### src/rtl/avalon_bus_arbiter_if.sv
// Avalon-MM link bundle: one instance per master-to-arbiter or arbiter-to-slave hop.
// The master modport drives the request; the slave modport answers with waitrequest/readdata.
interface avalon_bus_arbiter_if #(
  parameter int ADDR_WIDTH = 32,
  parameter int DATA_WIDTH = 32
);
  logic [ADDR_WIDTH-1:0]   address;
  logic                    read;
  logic                    write;
  logic [DATA_WIDTH-1:0]   writedata;
  logic [DATA_WIDTH/8-1:0] byteenable;
  logic                    waitrequest;
  logic [DATA_WIDTH-1:0]   readdata;

  // A transfer completes in any cycle where (read|write) is high and waitrequest is low.
  modport master (
    output address, read, write, writedata, byteenable,
    input  waitrequest, readdata
  );

  modport slave (
    input  address, read, write, writedata, byteenable,
    output waitrequest, readdata
  );
endinterface

### src/rtl/avalon_bus_arbiter.sv
// Two-master round-robin Avalon-MM arbiter with a bounded per-grant hold count.
// The owning master is muxed onto the slave combinationally; the other master is stalled.
module avalon_bus_arbiter #(
  parameter int ADDR_WIDTH = 32,
  parameter int DATA_WIDTH = 32,
  parameter int MAX_HOLD   = 8
) (
  input  logic                 clk,
  input  logic                 reset,
  avalon_bus_arbiter_if.slave  m0,
  avalon_bus_arbiter_if.slave  m1,
  avalon_bus_arbiter_if.master s,
  output logic [1:0]           grant,
  output logic [1:0]           fsm_state
);
  localparam int HW = $clog2(MAX_HOLD + 1);
  localparam logic [HW-1:0] HOLD_MAX = HW'(MAX_HOLD);

  typedef enum logic [1:0] {
    IDLE   = 2'd0,
    GRANT0 = 2'd1,
    GRANT1 = 2'd2
  } state_t;

  state_t        state, state_next;
  logic          last, last_next;
  logic [HW-1:0] hold_cnt, hold_next;

  logic   req0, req1, own_req, oth_req, own_id, at_limit;
  logic [HW:0] hold_inc;
  state_t other_state;

  assign req0        = m0.read | m0.write;
  assign req1        = m1.read | m1.write;
  assign own_id      = (state == GRANT1);
  assign own_req     = own_id ? req1 : req0;
  assign oth_req     = own_id ? req0 : req1;
  assign other_state = own_id ? GRANT0 : GRANT1;
  assign hold_inc    = {1'b0, hold_cnt} + (HW + 1)'(1);
  assign at_limit    = (hold_inc >= {1'b0, HOLD_MAX});

  always_ff @(posedge clk or negedge reset) begin
    if (!reset) begin
      state    <= IDLE;
      last     <= 1'b1;
      hold_cnt <= '0;
    end else begin
      state    <= state_next;
      last     <= last_next;
      hold_cnt <= hold_next;
    end
  end

  always_comb begin
    state_next = state;
    last_next  = last;
    hold_next  = hold_cnt;
    unique case (state)
      IDLE: begin
        hold_next = '0;
        // On a tie the master that did not own the bus last goes first.
        if (req0 && (!req1 || last)) state_next = GRANT0;
        else if (req1)               state_next = GRANT1;
      end
      GRANT0, GRANT1: begin
        if (!own_req) begin
          last_next  = own_id;
          hold_next  = '0;
          state_next = oth_req ? other_state : IDLE;
        end else if (!s.waitrequest) begin
          if (at_limit && oth_req) begin
            state_next = other_state;
            last_next  = own_id;
            hold_next  = '0;
          end else begin
            hold_next = at_limit ? HOLD_MAX : hold_inc[HW-1:0];
          end
        end
      end
      default: state_next = IDLE;
    endcase
  end

  // Slave strobes depend only on the state register, so an async reset drops them at once.
  always_comb begin
    s.address      = '0;
    s.read         = 1'b0;
    s.write        = 1'b0;
    s.writedata    = '0;
    s.byteenable   = '0;
    m0.waitrequest = 1'b1;
    m1.waitrequest = 1'b1;
    grant          = 2'b00;
    unique case (state)
      GRANT0: begin
        s.address      = m0.address;
        s.read         = m0.read;
        s.write        = m0.write;
        s.writedata    = m0.writedata;
        s.byteenable   = m0.byteenable;
        m0.waitrequest = s.waitrequest;
        grant          = 2'b01;
      end
      GRANT1: begin
        s.address      = m1.address;
        s.read         = m1.read;
        s.write        = m1.write;
        s.writedata    = m1.writedata;
        s.byteenable   = m1.byteenable;
        m1.waitrequest = s.waitrequest;
        grant          = 2'b10;
      end
      default: ;
    endcase
  end

  assign m0.readdata = s.readdata;
  assign m1.readdata = s.readdata;
  assign fsm_state   = state;
endmodule

### src/flat_wrapper.sv
// flat-port wrapper written by rule: the top's interface ports become plain ports
module avalon_bus_arbiter_flat 
#(
  parameter int ADDR_WIDTH = 32,
  parameter int DATA_WIDTH = 32,
  parameter int MAX_HOLD   = 8
)
  (clk, reset, grant, fsm_state, m0_address, m0_read, m0_write, m0_writedata, m0_byteenable, m0_waitrequest, m0_readdata, m1_address, m1_read, m1_write, m1_writedata, m1_byteenable, m1_waitrequest, m1_readdata, s_address, s_read, s_write, s_writedata, s_byteenable, s_waitrequest, s_readdata);
  avalon_bus_arbiter_if #(.ADDR_WIDTH(ADDR_WIDTH), .DATA_WIDTH(DATA_WIDTH)) m0_i ();
  avalon_bus_arbiter_if #(.ADDR_WIDTH(ADDR_WIDTH), .DATA_WIDTH(DATA_WIDTH)) m1_i ();
  avalon_bus_arbiter_if #(.ADDR_WIDTH(ADDR_WIDTH), .DATA_WIDTH(DATA_WIDTH)) s_i ();
  input  logic clk;
  input  logic reset;
  output logic [1:0] grant;
  output logic [1:0] fsm_state;
  input wire logic [$bits(m0_i.address)-1:0] m0_address;
  input wire logic [$bits(m0_i.read)-1:0] m0_read;
  input wire logic [$bits(m0_i.write)-1:0] m0_write;
  input wire logic [$bits(m0_i.writedata)-1:0] m0_writedata;
  input wire logic [$bits(m0_i.byteenable)-1:0] m0_byteenable;
  output wire logic [$bits(m0_i.waitrequest)-1:0] m0_waitrequest;
  output wire logic [$bits(m0_i.readdata)-1:0] m0_readdata;
  input wire logic [$bits(m1_i.address)-1:0] m1_address;
  input wire logic [$bits(m1_i.read)-1:0] m1_read;
  input wire logic [$bits(m1_i.write)-1:0] m1_write;
  input wire logic [$bits(m1_i.writedata)-1:0] m1_writedata;
  input wire logic [$bits(m1_i.byteenable)-1:0] m1_byteenable;
  output wire logic [$bits(m1_i.waitrequest)-1:0] m1_waitrequest;
  output wire logic [$bits(m1_i.readdata)-1:0] m1_readdata;
  output wire logic [$bits(s_i.address)-1:0] s_address;
  output wire logic [$bits(s_i.read)-1:0] s_read;
  output wire logic [$bits(s_i.write)-1:0] s_write;
  output wire logic [$bits(s_i.writedata)-1:0] s_writedata;
  output wire logic [$bits(s_i.byteenable)-1:0] s_byteenable;
  input wire logic [$bits(s_i.waitrequest)-1:0] s_waitrequest;
  input wire logic [$bits(s_i.readdata)-1:0] s_readdata;
  assign m0_i.address = m0_address;
  assign m0_i.read = m0_read;
  assign m0_i.write = m0_write;
  assign m0_i.writedata = m0_writedata;
  assign m0_i.byteenable = m0_byteenable;
  assign m0_waitrequest = m0_i.waitrequest;
  assign m0_readdata = m0_i.readdata;
  assign m1_i.address = m1_address;
  assign m1_i.read = m1_read;
  assign m1_i.write = m1_write;
  assign m1_i.writedata = m1_writedata;
  assign m1_i.byteenable = m1_byteenable;
  assign m1_waitrequest = m1_i.waitrequest;
  assign m1_readdata = m1_i.readdata;
  assign s_address = s_i.address;
  assign s_read = s_i.read;
  assign s_write = s_i.write;
  assign s_writedata = s_i.writedata;
  assign s_byteenable = s_i.byteenable;
  assign s_i.waitrequest = s_waitrequest;
  assign s_i.readdata = s_readdata;
  avalon_bus_arbiter #(.ADDR_WIDTH(ADDR_WIDTH), .DATA_WIDTH(DATA_WIDTH), .MAX_HOLD(MAX_HOLD)) u_core (.clk(clk), .reset(reset), .m0(m0_i), .m1(m1_i), .s(s_i), .grant(grant), .fsm_state(fsm_state));
endmodule
### config.mk
export PLATFORM = sky130hd
export DESIGN_NAME = avalon_bus_arbiter_flat
export DESIGN_NICKNAME = d
export VERILOG_FILES = /design/src/rtl/avalon_bus_arbiter_if.sv /design/src/rtl/avalon_bus_arbiter.sv /design/src/flat_wrapper.sv
export SDC_FILE = /design/constraint.sdc
export NUM_CORES = 1
export LEC_CHECK = 0
export ABC_AREA = 1
export ABC_CLOCK_PERIOD_IN_PS = 4250
export CAP_MARGIN = 10
export CORE_AREA = 2 2 122 124
export DETAILED_ROUTE_END_ITERATION = 12
export DIE_AREA = 0 0 124 126
export PLACE_DENSITY_LB_ADDON = 0.12
export SETUP_SLACK_MARGIN = 0.2
export SLEW_MARGIN = 20
export SYNTH_ARGS = -nofsm -noshare
export SYNTH_HDL_FRONTEND = slang
export SYNTH_SLANG_ARGS = --single-unit
### constraint.sdc
create_clock -name clk -period 4.25 [get_ports clk]
set_input_delay 1.0625 -clock clk [delete_from_list [all_inputs] [get_ports clk]]
set_output_delay 1.0625 -clock clk [all_outputs]
set_load 0.01 [all_outputs]
==> reports/metrics.csv, run 1 <==
metric,value,unit
status,"finished, final reports clean",
Inserted Diodes,0,
Slew headroom,0.654,
placed insts,699,
pin count of the biggest net entering global routing,49,
Sw Share,0.488,
f_max,0.278,GHz
setup_tns,0,ns
"top cells by area, synth","nand2_1, buf_4, a21oi_1",
most numerous cell in the Yosys netlist,nand2_1,
RSZ-0062 raised after global routing,false,
fin crit period,3.60,ns
DRC errors left,0,
max-cap viol count,0,
clk buf depth,2,
crit share post-route,0.847,
H-tree depth,1,
Net Sw Power,951,uW
CTS resizes,0,
Final setup viols,0,
DR vias,2786,
Comb pwr share,0.857,
Routability Congestion,0.780,
final hold violations,0,
Max VDD drop,0.000242,V
hold_buf cts,0,
Synth Register Bits,7,
io pins,315,
clock-pin slew on the worst setup and hold paths,0.04,ns
DR iter-0 viols,68,
critical path class,register to output port,
Vias/cell,3.96,
crit path max fanout,28,
synth unique cells,24,
P_leak,0.00144,uW
final wirelength,9440,microns
die area,15600,sq um
Placeable Area,14300,sq um
Initial Util,0.144,
cell count after synthesis,380,
P per Cell Area,487,nW/um^2
Routed Antenna Nets,0,
top-area cell type share of the netlist area,0.298,
clk_lat worst skew,0.23,ns
Synth warnings,0,
number of port buffers,218,
die width,124,microns
syn_nets,562,
total grt overflow,0,
critical path arrival,2.54,ns
Max Slew Vio Count,0,
Finished Layout Cells,703,
Rows,44,
Synth Cell Area,2060,sq um
clock group share of total power,0.083,
Final #Nets,702,
CTS tree,yes,
"EDFF count, synth",0,
Post-synth ARST share,1.00,
Die H,126,microns
top_reg_cell synth,dfrtp_1,
Post-Place Setup Slack,0.774,ns
Worst EP required,3.19,ns
Reg power frac,0.060,
worst setup slack after layout,0.650,ns
share of cells above drive strength 1,0.0405,
initial antenna violation count,0,
worst hold path type,register to register,
synthesis-to-layout area growth,94.6,%
critical path startpoint category,register,
number of global-route vias before repair,2837,
global-route wire length before repair,14100,microns
Wirelength per Cell,13.4,microns
CP Capture Type,output port,
cell taking the most area after synthesis,nand2_1,
Internal,999,uW
1st-pass router iterations,4,
clk sink count,7,
setup bufs post-CTS,0,
Fin Clk Skew,0.00139,ns
HPWL Detailed,7490,microns
mean post-synth cell area,5.41,sq um
total CTS buffers,3,
Worst Tran Pin Value,0.519,ns
gr usage total,0.113,
Synth top cells by count,"nand2_1, a21oi_1, buf_4, clkbuf_1, nand3_1",
register area share after synthesis,0.0858,
root buffer cell,clkbuf_16,
## cells by family (layout without fill, tap and decap cells)
logic type	count (synthesis)	in the layout	share of synthesized area
DFF	7	7	0.0858
and+or+nand+nor	186	186	0.364
buffers and inverters	101	240	0.312
xor gates and xnor gates	1	1	0.00426
AOI/OAI and AO/OA	78	78	0.192
adders and majority gates	7	7	0.0426
## path summary, 6_finish.rpt
kind | start | cells after the start | slack (ns) | endpoint
min reg2reg | u_core.last | 2 | 0.47 | u_core.last
min | u_core.last | 2 | 0.47 | u_core.last
min in group asynchronous | reset | 1 | 1.12 | u_core.fsm_state[0]
max in group asynchronous | reset | 1 | 2.82 | u_core.last
max reg2reg | u_core.fsm_state[0] | 12 | 2.22 | u_core.fsm_state[0]
max | u_core.fsm_state[0] | 6 | 0.65 | s_byteenable[2]
## registers in the layout, indices dropped and copies added, names as in the netlist
register          flops
u_core.fsm_state      2
u_core.hold_cnt       4
u_core.last           1
## worst max-delay path, cell delays in order (launching register included)
cell and delay [ns]:
dfrtp_1 0.45, inv_1 0.10, ha_1 0.40, inv_2 0.37, buf_4 0.39, a21oi_1 0.10, clkdlybuf4s50_1 0.49
## placed cells by master (no fill, tap or decap), types with 2 or more instances in the layout
cell type and count:
buf_4 6, nand2_1 163, o21ai_0 3, clkdlybuf4s50_1 218, ha_1 5, clkbuf_16 3, inv_1 11, dfrtp_1 6
nand3_1 13, nand2_2 3, ha_2 2, o21ai_1 2, a21oi_1 72
## layout make-up
type / count / area, sq um
Multi-Input combinational cell: 272 / 1240
Tap cell: 184 / 230
Timing Repair Buffer: 224 / 2230
Fill cell: 1597 / 10300
Clock buffer: 4 / 78.8
Inverter: 12 / 45.0
Sequential cell: 7 / 176
## power groups by stage
stage          clock network [uW]  registers [uW]  logic [uW]
4_1_cts                       166             118        1720
2_1_floorplan                   0             115         917
5_1_grt                       171             121        1860
6_report                      161             117        1670
3_3_place_gp                    0             117        1720
3_5_place_dp                    0             118        1710
## per-layer routing
layer / GRT usage / wire length (microns) / up-vias
li1: - / - / 1414
met1: 0.117 / 3380 / 1222
met2: 0.214 / 4850 / 123
met3: 0.0294 / 927 / 27
met4: 0.0423 / 282 / 0
met5: 0 / 0 / -
## per-stage QoR
step                hold slack, ns  utilization  cell area [sq um]  power [uW]
floorplan                    0.450            -               2060        1030
global placement             0.462        0.274               3920        1840
detailed placement           0.464        0.274               3920        1830
CTS                          0.469        0.280               4000        2000
global route                 0.474        0.280               4000        2150
finish                       0.466        0.280               4000        1950
Power figures use the tool's default switching activity.
==> run 2, diff against run 1 <==
--- a/config.mk
+++ b/config.mk
@@ -6,11 +6,11 @@
 export NUM_CORES = 1
 export LEC_CHECK = 0
 export ABC_AREA = 1
-export ABC_CLOCK_PERIOD_IN_PS = 4250
+export ABC_CLOCK_PERIOD_IN_PS = 3500
 export CAP_MARGIN = 10
-export CORE_AREA = 2 2 122 124
+export CORE_AREA = 2 2 121 123
 export DETAILED_ROUTE_END_ITERATION = 12
-export DIE_AREA = 0 0 124 126
+export DIE_AREA = 0 0 123 125
 export PLACE_DENSITY_LB_ADDON = 0.12
 export SETUP_SLACK_MARGIN = 0.2
 export SLEW_MARGIN = 20
==> constraint.sdc (replaced) <==
create_clock -name clk -period 3.5 [get_ports clk]
set_input_delay 0.875 -clock clk [delete_from_list [all_inputs] [get_ports clk]]
set_output_delay 0.875 -clock clk [all_outputs]
set_load 0.01 [all_outputs]
==> run 2 against run 1 <==
  * Non-clock buffer count rose by 5
  * Sequential power rose by 26%
  * Die area fell by 1.6%
  * Critical endpoint is now s_address[30]
  * Largest power group unchanged
  * Highest routed layer unchanged
==> reports/metrics.csv, run 2 (synthesized netlist as in run 1, its figures left out) <==
metric,value,unit
status,"finished, final reports clean",
Slew headroom,0.782,
Sw Share,0.479,
number of port buffers,218,
total CTS buffers,3,
P per Cell Area,621,nW/um^2
fin crit period,3.19,ns
CTS tree,yes,
crit share post-route,0.910,
Worst Reg-to-Reg Cells,12,
final wirelength,9850,microns
Wirelength per Cell,13.9,microns
clk buf depth,2,
Reg power frac,0.058,
Worst EP required,2.62,ns
pin count of the biggest net entering global routing,45,
Hold Path Sink,u_core.last,
Internal,1330,uW
critical path arrival,2.31,ns
Final setup viols,0,
minimum hold slack,0.473,ns
number of global-route vias before repair,2750,
crit path max fanout,32,
final hold violations,0,
hold_sp,u_core.last,
HPWL Detailed,7790,microns
DR vias,2787,
critical path class,register to output port,
Rows,44,
CP Capture Type,output port,
io pins,315,
Worst Hold Depth,2,
max-cap viol count,0,
DRC errors left,0,
Max VDD drop,0.000308,V
Worst Tran Pin Value,0.326,ns
die area,15400,sq um
Final Core Density,0.289,
reg2reg end,u_core.fsm_state[0],
clk sink count,7,
Placeable Area,14200,sq um
placed insts,704,
Final #Nets,707,
setup_tns,0,ns
Vias/cell,3.94,
die width,123,microns
Routability Congestion,0.764,
RSZ-0062 raised after global routing,false,
clock group share of total power,0.077,
critical path startpoint category,register,
hold_buf cts,0,
gr usage total,0.115,
DR iter-0 viols,67,
f_max,0.314,GHz
"commonest non-fill, non-tap cell in the layout",clkdlybuf4s50_1,
Finished Layout Cells,708,
post-route cell area,4110,sq um
setup bufs post-CTS,0,
clk_lat worst skew,0.23,ns
Max Slew Vio Count,0,
1st-pass router iterations,4,
total grt overflow,0,
Initial Util,0.145,
share of cells above drive strength 1,0.0553,
placed inst area,4000,sq um
R2R setup slack,1.57,ns
H-tree depth,1,
Comb pwr share,0.865,
P_leak,0.00148,uW
Net Sw Power,1220,uW
root buffer cell,clkbuf_16,
RR Startpoint,u_core.fsm_state[0],
Routed Antenna Nets,0,
Inserted Diodes,0,
initial antenna violation count,0,
Die H,125,microns
global-route wire length before repair,14200,microns
Largest register FFs,4,
worst hold path type,register to register,
most frequent cells in the layout,"clkdlybuf4s50_1, nand2_1, a21oi_1",
Fin Clk Skew,0.00173,ns
largest reg by FF count,u_core.hold_cnt,
synthesis-to-layout area growth,99.8,%
clock-pin slew on the worst setup and hold paths,0.04,ns
-- run 2: cell count changes in the layout (fill, tap and decap cells not counted), sizes merged --
cell    change
buf         +5
clkbuf      -1
clkinv      +1
-- run 2: repair_timing --
item | 4_1_cts | 5_1_grt
resized for setup | 3 | 3
endpoints found under the setup margin | 43 | 43
pin swaps | 0 | 0
-- run 2: power by group through the flow --
stage | combinational [uW] | clock (uW) | sequential [uW]
final | 2200 | 197 | 147
after floorplan | 1110 | 0 | 139
after detailed placement | 2220 | 0 | 142
after CTS | 2260 | 199 | 146
after global placement | 2240 | 0 | 142
after global routing | 2430 | 204 | 153
-- run 2: cell type report --
class | count | area [sq um]
Tap cell | 184 | 230
Clock buffer | 3 | 75.1
Sequential cell | 7 | 178
Inverter | 12 | 50.0
Clock inverter | 1 | 5.00
Fill cell | 1536 | 10100
Multi-Input combinational cell | 272 | 1270
Timing Repair Buffer | 229 | 2300
-- run 2: how the worst max path moves through the flow --
| stage | end | slack [ns] | start | cells after the start |
|---|---|---|---|---|
| final | s_address[30] | 0.31 | u_core.fsm_state[1] | 6 |
| after global routing | s_address[11] | 0.22 | u_core.fsm_state[1] | 6 |
| after CTS | s_address[30] | 0.22 | u_core.fsm_state[0] | 6 |
| after detailed placement | s_writedata[7] | 0.30 | m0_writedata[7] | 4 |
| after global placement | s_writedata[6] | 0.29 | m1_writedata[6] | 4 |
| after floorplan | s_address[0] | 1.09 | u_core.fsm_state[0] | 6 |
-- run 2: per-stage QoR --
step	total power, uW	setup slack [ns]
4_1_cts	2600	0.216
5_1_grt	2780	0.216
3_3_place_gp	2380	0.285
3_5_place_dp	2360	0.297
6_report	2550	0.315
2_1_floorplan	1250	1.09
-- run 2: critical path, stage by stage, from the launching register on --
cell and delay, ns:
dfrtp_1 0.45, inv_1 0.14, ha_2 0.41, inv_6 0.11
buf_12 0.19, a21oi_1 0.16, clkdlybuf4s50_1 0.58
-- run 2: per-layer routing --
metal	global-route usage	wire length, microns
met1	0.122	3730
met2	0.223	5000
met3	0.0269	946
met4	0.0274	176
met5	0	0
